==> src/rtl/stream_mux_n.sv <==
// N-channel, W-bit registered stream multiplexer with valid/ready on every port.
// Default: explicit select via s. Define STREAM_MUX_RR_EN for round-robin arbitration (s ignored).
module stream_mux_n #(
  parameter  int N  = 4,
  parameter  int W  = 8,
  localparam int SW = $clog2(N)
) (
  input  logic           clk,
  input  logic           rst_n,
  input  logic [N*W-1:0] in_data,
  input  logic [N-1:0]   in_valid,
  output logic [N-1:0]   in_ready,
  input  logic [SW-1:0]  s,
  output logic [W-1:0]   out_data,
  output logic           out_valid,
  input  logic           out_ready,
  output logic [SW-1:0]  out_ch
);

  logic          load;
  logic          grant_ok;
  logic [SW-1:0] grant;
  logic          accept;

  // The output register can take a new beat when empty or being drained this cycle.
  assign load = !out_valid || out_ready;

`ifdef STREAM_MUX_RR_EN
  logic [SW-1:0] ptr;

  // NOTE: every always_comb output gets a default first so no path leaves it unassigned (no latch).
  always_comb begin
    grant_ok = 1'b0;
    grant    = '0;
    // Walk the search order backwards so the last hit is the first channel after ptr.
    for (int i = N - 1; i >= 0; i--) begin
      if (in_valid[(int'(ptr) + i) % N]) begin
        grant_ok = 1'b1;
        grant    = SW'((int'(ptr) + i) % N);
      end
    end
  end

  always_ff @(posedge clk or negedge rst_n) begin
    if (!rst_n) begin
      ptr <= '0;
    end else if (accept) begin
      ptr <= (int'(grant) == N - 1) ? '0 : grant + SW'(1);
    end
  end

  // The select port has no function in round-robin mode.
  logic s_unused;
  assign s_unused = ^s;
`else
  always_comb begin
    grant_ok = (int'(s) < N);
    grant    = s;
  end
`endif

  assign accept = grant_ok && load && in_valid[grant];

  // Ready is forced low while reset is asserted, even though the empty register would allow a load.
  always_comb begin
    in_ready = '0;
    for (int k = 0; k < N; k++) begin
      in_ready[k] = rst_n && grant_ok && load && (int'(grant) == k);
    end
  end

  // NOTE: sequential state uses non-blocking assignments so every flop samples pre-edge values.
  always_ff @(posedge clk or negedge rst_n) begin
    if (!rst_n) begin
      out_valid <= 1'b0;
      out_data  <= '0;
      out_ch    <= '0;
    end else if (accept) begin
      out_valid <= 1'b1;
      out_data  <= in_data[int'(grant)*W +: W];
      out_ch    <= grant;
    end else if (out_ready) begin
      out_valid <= 1'b0;
    end
  end

endmodule

==> config.mk <==
export PLATFORM = sky130hd
export DESIGN_NAME = stream_mux_n
export DESIGN_NICKNAME = d
export VERILOG_FILES = /design/src/rtl/stream_mux_n.sv
export SDC_FILE = /design/constraint.sdc
export NUM_CORES = 1
export LEC_CHECK = 0
export CORE_MARGIN = 5
export CORE_UTILIZATION = 30
export CTS_BUF_LIST = sky130_fd_sc_hd__clkbuf_4 sky130_fd_sc_hd__clkbuf_8
export DETAILED_ROUTE_END_ITERATION = 8
export PLACE_DENSITY = 0.75
export SETUP_SLACK_MARGIN = 0.4
export SLEW_MARGIN = 40
export SYNTH_ARGS = -nofsm -noshare
export SYNTH_HDL_FRONTEND = slang
export SYNTH_SLANG_ARGS = --single-unit
==> constraint.sdc <==
create_clock -name clk -period 2.55 [get_ports clk]
set_clock_uncertainty 0.1 [all_clocks]
set_input_delay 0.51 -clock clk [delete_from_list [all_inputs] [get_ports clk]]
set_output_delay 0.51 -clock clk [all_outputs]
set_load 0.01 [all_outputs]
Yosys cells after proc, flatten, opt, wreduce, memory -nomap -nowiden
Cells that the tools add are included.

Output and inout bits: 15. Logic and storage cells: 22. Flip-flop bits (word level): 11. Input port bits: 41.

$lt $le $gt $ge: 1. Muxes and demuxes: 4. Reductions and logical operators: 10. Eq/ne operators: 3. Shifts and indexed selects: 1.

Operators with widths (number): $shiftx A32 B6 Y8 (1); $logic_and A1 B1 Y1 (6); $eq A2 B2 Y1 const B (2); $lt A2 B3 Y1 const B (1); $mux W1 (3); $bmux W1 S2 (1); $eq A2 B1 Y1 const B (1); $logic_not A2 Y1 (1); $reduce_bool A2 Y1 (1); $logic_not A1 Y1 (1); $logic_or A1 B1 Y1 (1).

Longest topological paths before layout
Gate-level depths: netlist of run 1.

Depth in word-level cells: 4. Depth in mapped cells: 4. Depth with buffers taken out: 4.

Worst setup path after synthesis of run 1
Ideal clock, no wire load.

Path kind: in2reg. Start: input s[0]. End: register out_data[0]. Path slack: 0.613 ns. Buffers on the path: 2. Setup time: 0.125 ns. Arrival: 1.712 ns. Cell stages on the path: 4. Required time: 2.325 ns. Cells stage by stage: buf_2 > buf_2 > mux4_2 > mux2_2.

Word-level cells in the longest chain between the ends: 3. Elaborated cells on any way between the ends: 4. Classes of those cells: shift (1); mux (2); reduce/logical (1).

Ends and longest elaborated chain: from (decl) (RTL line 13) `input logic [SW-1:0] s,`; parallel branches: the longest is 3 deep, another holds $shiftx A32 B6 Y8; to (signal assigned) (RTL line 80) `out_data <= in_data[int'(grant)*W +: W];`; to (decl) (RTL line 14) `output logic [W-1:0] out_data,`.

Parallel ways; which one is timed is not known. The select of a mux whose other input is x is not followed. A chain may end at the register's enable or synchronous reset.

Final worst setup path of run 1
Start: input out_ready. End: output in_ready[1].

Word-level cells in the longest chain between the ends: 3.

Ends and longest elaborated chain: from (decl) (RTL line 16) `input logic out_ready,`; $logic_or A1 B1 Y1 (RTL line 26) `assign load = !out_valid || out_ready;`; $logic_and A1 B1 Y1 (2 in series) (RTL line 68) `in_ready[k] = rst_n && grant_ok && load && (int'(grant) == k);`; to (decl) (RTL line 12) `output logic [N-1:0] in_ready,`.

Every way passes these cells.

==> out/results.ini, run 1 <==
[status]
status = finished, final reports clean

[global_route]
grt_max_degree = 12
grt_pass1_vias = 746
grt_use_total_pct = 13.1
antenna_found_initial = 0
grt-ovfl-total = 0
grt_first_pass_wirelength_um = 3330

[synthesis]
yosys_register_bits = 11
synth.area.top_cells = dfrtp_1, mux4_2, mux2_2
syn_nets = 89
synth-seq-area-share_pct = 39.6
avgSynthCellArea_um2 = 14.5
yosys_warnings = 0
synth_top_cell_area_share_pct = 39.6
synth_cell_types = 16
synthCells = 48
synth_largest_area_cell = dfrtp_1
netlist_area_um2 = 694

[run]
max-cap-violations = 0

[timing]
tightest_slew_ps = 228
fin_crit_ps = 2050
slew_violations = 0
hold_viol_final = 0
period_share_pct = 80.5
slew_headroom_pct = 84.8
setup_violations = 0
rsz0062_at_grt = no
finalSetupTns_ps = 0
fmaxAchievable_ghz = 0.487

[clocking]
cts-root-buf = clkbuf_4
h-tree-depth = 1
hold_buffers = 0
clock_latency_ps = 260
cts_tree = yes
clock_sinks = 11
cts_buffer_depth = 2
post-cts-setup-buffers = 0
numCtsBuffers = 3
clk_pin_slew_ps = 60

[pwr]
intPower_uw = 488
p_seq_share_pct = 36.5
netSwitchingFraction_pct = 25.9
combinationalPowerShare_pct = 44.2
clockPowerShare_pct = 19.3
powerDensity_nw_per_um2 = 489
leakage_uw = 0.000563
switchingPower_uw = 170
ir_drop_mv = 0.267

[critical_path]
critPathKind = input pin to output port
startpoint_type = input pin
r2r_cells = 6
end_kind = output port
r2r-end = out_data[5]$_DFFE_PN0P_
cp.required_ps = 1940
r2r_setup_slack_ps = 890
cp.arrival_ps = 1440
r2r_start = out_valid$_DFFE_PN0P_
path_max_fanout = 3
startpoint = out_ready

[placement]
place.gp.congestion = 0.727
dp_hpwl_um = 1730
portBuffers = 55
place_area_um2 = 1330

[detailed_routing]
first_pass_iters = 4
drt_iter0_drc = 11
wl_um = 1950
num_vias = 663
ant_nets = 0
drc = 0
vias_per_cell = 4.74
drt-wirelength-per-cell_um = 13.9

[floorplan]
die_area_um2 = 3380
num_rows = 17
boundaryPins = 56
coreArea_um2 = 2210
die_w_um = 58.1
die_h_um = 58.1
initial_core_util_pct = 31.4

[finish]
nNetsFinal = 154
nFillCells = 203
fin_area_um2 = 1350
drive_gt1_share_pct = 33.9
num_antenna_cells = 0
layout_common_cells = clkdlybuf4s50_1, dfrtp_1, mux2_2
syn_to_final_growth_pct = 93.7
layout_commonest_cell = clkdlybuf4s50_1

[worst_hold_path]
hold_path.startpoint = out_data[6]$_DFFE_PN0P_
whs_path_depth = 1
hp-class = flop to flop
hold_end = out_data[6]$_DFFE_PN0P_

==> how the worst max path moves through the flow <==
| stage | end | slack [ps] | depth (start not counted) |
|---|---|---|---|
| global placement | in_ready[2] | 40 | 4 |
| CTS | in_ready[3] | 410 | 5 |
| finish | in_ready[1] | 500 | 5 |
| detailed placement | in_ready[2] | 9 | 4 |
| global route | in_ready[2] | 410 | 5 |
| floorplan | out_data[0]$_DFFE_PN0P_ | 610 | 4 |
==> synth_stat cells <==
| cell | instances |
|---|---|
| and3b_4 | 1 |
| nand2b_1 | 1 |
| buf_2 | 2 |
| nand2_1 | 2 |
| clkbuf_1 | 1 |
| a31oi_4 | 1 |
| inv_1 | 2 |
| nor3_1 | 2 |
| mux2_4 | 1 |
| mux4_2 | 8 |
| nor2_1 | 2 |
| mux2i_1 | 1 |
| mux2_2 | 10 |
| o21ai_0 | 1 |
| nand3_1 | 2 |
| dfrtp_1 | 11 |
==> stage by stage <==
step / utilization (%) / setup slack (ps) / instances / hold slack (ps) / total power [µW]
2_1_floorplan: - / 613 / 48 / 114 / 354
3_3_place_gp: 60.0 / 41.0 / 136 / 392 / 534
3_5_place_dp: 60.0 / 8.96 / 136 / 396 / 538
4_1_cts: 60.6 / 407 / 140 / 411 / 663
5_1_grt: 60.8 / 411 / 140 / 432 / 698
6_report: 60.8 / 498 / 140 / 404 / 658
==> metal layers <==
| metal | track usage [%] | vias up | routed length, µm |
|---|---|---|---|
| met5 | 0 | - | 0 |
| met4 | 5.96 | 0 | 29 |
| met3 | 6.46 | 4 | 267 |
| met2 | 19.8 | 39 | 890 |
| met1 | 15.5 | 307 | 758 |
| li1 | - | 313 | - |
==> power groups by stage <==
stage	combinational (µW)	sequential (µW)	clock (µW)
2_1_floorplan	92.4	261	0
3_3_place_gp	293	241	0
3_5_place_dp	296	242	0
4_1_cts	295	240	128
5_1_grt	313	248	137
6_report	291	240	127
==> area by class of cell <==
class                           count  area (µm²)  share of cell area, %
Timing Repair Buffer               63         592                   44.0
Inverter                            2        7.51                  0.558
Multi-Input combinational cell     32         405                   30.1
Sequential cell                    11         275                   20.5
Tap cell                           28        35.0                   2.60
Clock buffer                        4        30.0                   2.23
==> state kept, by name (all words and copies together) (netlist names) <==
signal	count
out_data	8
out_ch	2
out_valid	1
==> kinds of logic (layout without fill, tap and decap cells) <==
logic type | Yosys count | count (layout) | share of synthesized area (%)
AOI/OAI and AO/OA | 2 | 2 | 3.78
buffers and inverters | 5 | 69 | 3.06
DFF | 11 | 11 | 39.6
muxes | 20 | 20 | 45.8
and+or+nand+nor | 10 | 10 | 7.75
==> critical path, stage by stage <==
cell	delay (ps)
clkdlybuf4s50_1	450
nand2b_4	120
nand3_1	90
nor2_1	120
buf_2	140
==> what timing repair did <==
action                     4_1_cts  5_1_grt
setup endpoints to repair       13       11
gates resized for setup         17        3
pin swaps                        1        1
No activity file was read; power rests on OpenSTA's default activity.
==> inputs of run 2 (changes only) <==
PLACE_DENSITY = 0.78   (was 0.75)
clock period = 1.8 ns   (was 2.55 ns; I/O delays follow)
==> out/results.ini, run 2 (synthesis results as in run 1) <==
[finish]
fin_cells = 145  ; +3.6%
reg.largest.list = out_data (8), out_ch (2), out_valid (1)
utilization_pct = 66.9  ; +6.1 points
fin_area_um2 = 1480  ; +10%
num_antenna_cells = 0  ; unchanged
layout_commonest_cell = clkdlybuf4s50_1
largest_register_ffs = 8  ; unchanged
nFillCells = 173  ; -15%
syn_to_final_growth_pct = 113
largest_register = out_data
drive_gt1_share_pct = 43.6  ; +9.7 points
nNetsFinal = 159  ; +3.2%
layout_common_cells = clkdlybuf4s50_1, mux2_4, clkdlybuf4s15_1, dfrtp_1, mux4_2

[critical_path]
path_max_fanout = 5  ; +2
cp.arrival_ps = 1730  ; +290 ps
startpoint_type = flop
end_kind = flop
cp.required_ps = 1850  ; -90 ps
critPathKind = flop to flop

[clocking]
h-tree-depth = 1  ; unchanged
cts_buffer_depth = 2  ; unchanged
clock_sinks = 11  ; unchanged
clk_pin_slew_ps = 70  ; about the same
clock_latency_ps = 270  ; about the same
cts-root-buf = clkbuf_4
numCtsBuffers = 3  ; unchanged
cts_tree = yes

[global_route]
grt-ovfl-total = 0  ; unchanged
grt_max_degree = 12  ; unchanged
grt_use_total_pct = 14.9  ; +1.9 points
grt_pass1_vias = 779  ; +4.4%
antenna_found_initial = 0  ; unchanged
grt_first_pass_wirelength_um = 3770  ; +13%

[timing]
rsz0062_at_grt = yes
period_share_pct = 93.3
whs_ps = 176  ; -228 ps
hold_viol_final = 0  ; unchanged
fin_crit_ps = 1680
slew_headroom_pct = 86.8  ; +2.0 points
fmaxAchievable_ghz = 0.595
timing.final.ws_setup_ps = 120  ; -378 ps
setup_violations = 0  ; unchanged
slew_violations = 0  ; unchanged
tightest_slew_ps = 198  ; -30.0 ps

[placement]
place.gp.congestion = 0.695  ; -4.4%
portBuffers = 55  ; unchanged
place_area_um2 = 1330  ; +0.57%
dp_hpwl_um = 1840  ; +6.2%
dp_cells = 135  ; -0.74%
pre_cts_ws_ps = -612  ; -621 ps

[detailed_routing]
wl_um = 2330  ; +20%
num_vias = 701  ; +5.7%
vias_per_cell = 4.83  ; +2.1%
drc = 0  ; unchanged
first_pass_iters = 2  ; -2
drt-wirelength-per-cell_um = 16.0  ; +15%
ant_nets = 0  ; unchanged
drt_iter0_drc = 2  ; -9

[pwr]
leakage_uw = 0.000659  ; +17%
combinationalPowerShare_pct = 47.0  ; +2.8 points
switchingPower_uw = 273  ; +60%
ir_drop_mv = 0.575  ; +120%
netSwitchingFraction_pct = 27.5  ; +1.6 points
p_seq_share_pct = 34.7  ; -1.8 points
clockPowerShare_pct = 18.3  ; -1.0 points
powerDensity_nw_per_um2 = 672  ; +37%
intPower_uw = 720  ; +48%

[worst_hold_path]
hp-class = input pin to async pin

[floorplan]
die_area_um2 = 3380  ; unchanged
die_h_um = 58.1  ; unchanged
die_w_um = 58.1  ; unchanged
boundaryPins = 56  ; unchanged
coreArea_um2 = 2210  ; unchanged
initial_core_util_pct = 31.4  ; unchanged
num_rows = 17  ; unchanged

[status]
status = finished, final reports clean

[run]
max-cap-violations = 0  ; unchanged

[run 2: changes by cell type in the layout (fill, tap and decap cells not counted), moves of 2 or more]
cell	delta
clkdlybuf4s50_1	-17
buf_6	+4
nor3_2	+2
nor3_1	-2
mux2_4	+10
nor2_1	-2
nor2_2	+2
mux2_2	-10
dlygate4sd2_1	+4
clkdlybuf4s15_1	+11
[run 2: worst paths after layout]
check	cells after the start	start	slack (ps)	to
max in group asynchronous	2	rst_n	1270	out_data[5]$_DFFE_PN0P_
setup / recovery	7	out_valid$_DFFE_PN0P_	120	out_data[0]$_DFFE_PN0P_
hold / removal	2	rst_n	180	out_data[1]$_DFFE_PN0P_
setup reg to reg	7	out_valid$_DFFE_PN0P_	120	out_data[0]$_DFFE_PN0P_
hold reg to reg	1	out_data[4]$_DFFE_PN0P_	410	out_data[4]$_DFFE_PN0P_
min in group clk	1	out_data[4]$_DFFE_PN0P_	410	out_data[4]$_DFFE_PN0P_
[run 2: metal layers]
metal / share of wire [%] / wire length, µm / track usage (%) / vias to the layer above
met4: 0.52 / 12 / 3.97 / 0
met5: 0 / 0 / 0 / -
li1: - / - / - / 326
met1: 38 / 873 / 16.9 / 343
met3: 5.7 / 132 / 3.79 / 2
met2: 56 / 1310 / 27.6 / 30
[run 2: repair_timing]
action	4_1_cts	5_1_grt
setup endpoints to repair	26	21
cloned	1	0
pin swaps	2	1
resized for setup	64	7
hold buffers	0	0
setup buffers	5	0
[run 2: final cells by class]
| class | count | area, µm² | share of cell area [%] |
|---|---|---|---|
| sequential | 11 | 275 | 18.6 |
| timing repair buffer | 68 | 661 | 44.7 |
| tap | 28 | 35.0 | 2.37 |
| inverter | 2 | 7.51 | 0.508 |
| multi-input combinational | 32 | 470 | 31.8 |
| clock buffer | 4 | 30.0 | 2.03 |
[run 2: critical path, stage by stage, from the launching register on]
cell	delay, ps
dfrtp_1	390
nand2b_4	80
buf_6	110
and3b_4	180
a31oi_4	160
buf_6	120
buf_12	110
mux2_4	300
[run 2: metrics by stage]
stage	TNS, ps	power (µW)
global placement	-6490	754
CTS	0	996
finish	0	993
global route	0	1040
floorplan	0	507
detailed placement	-7080	764
[run 2: power by group through the flow]
stage                     clock network, µW  registers (µW)  logic, µW
after floorplan                           0             370        137
after global placement                    0             344        410
after detailed placement                  0             343        421
after CTS                               188             342        466
after global routing                    199             350        495
final                                   182             345        467
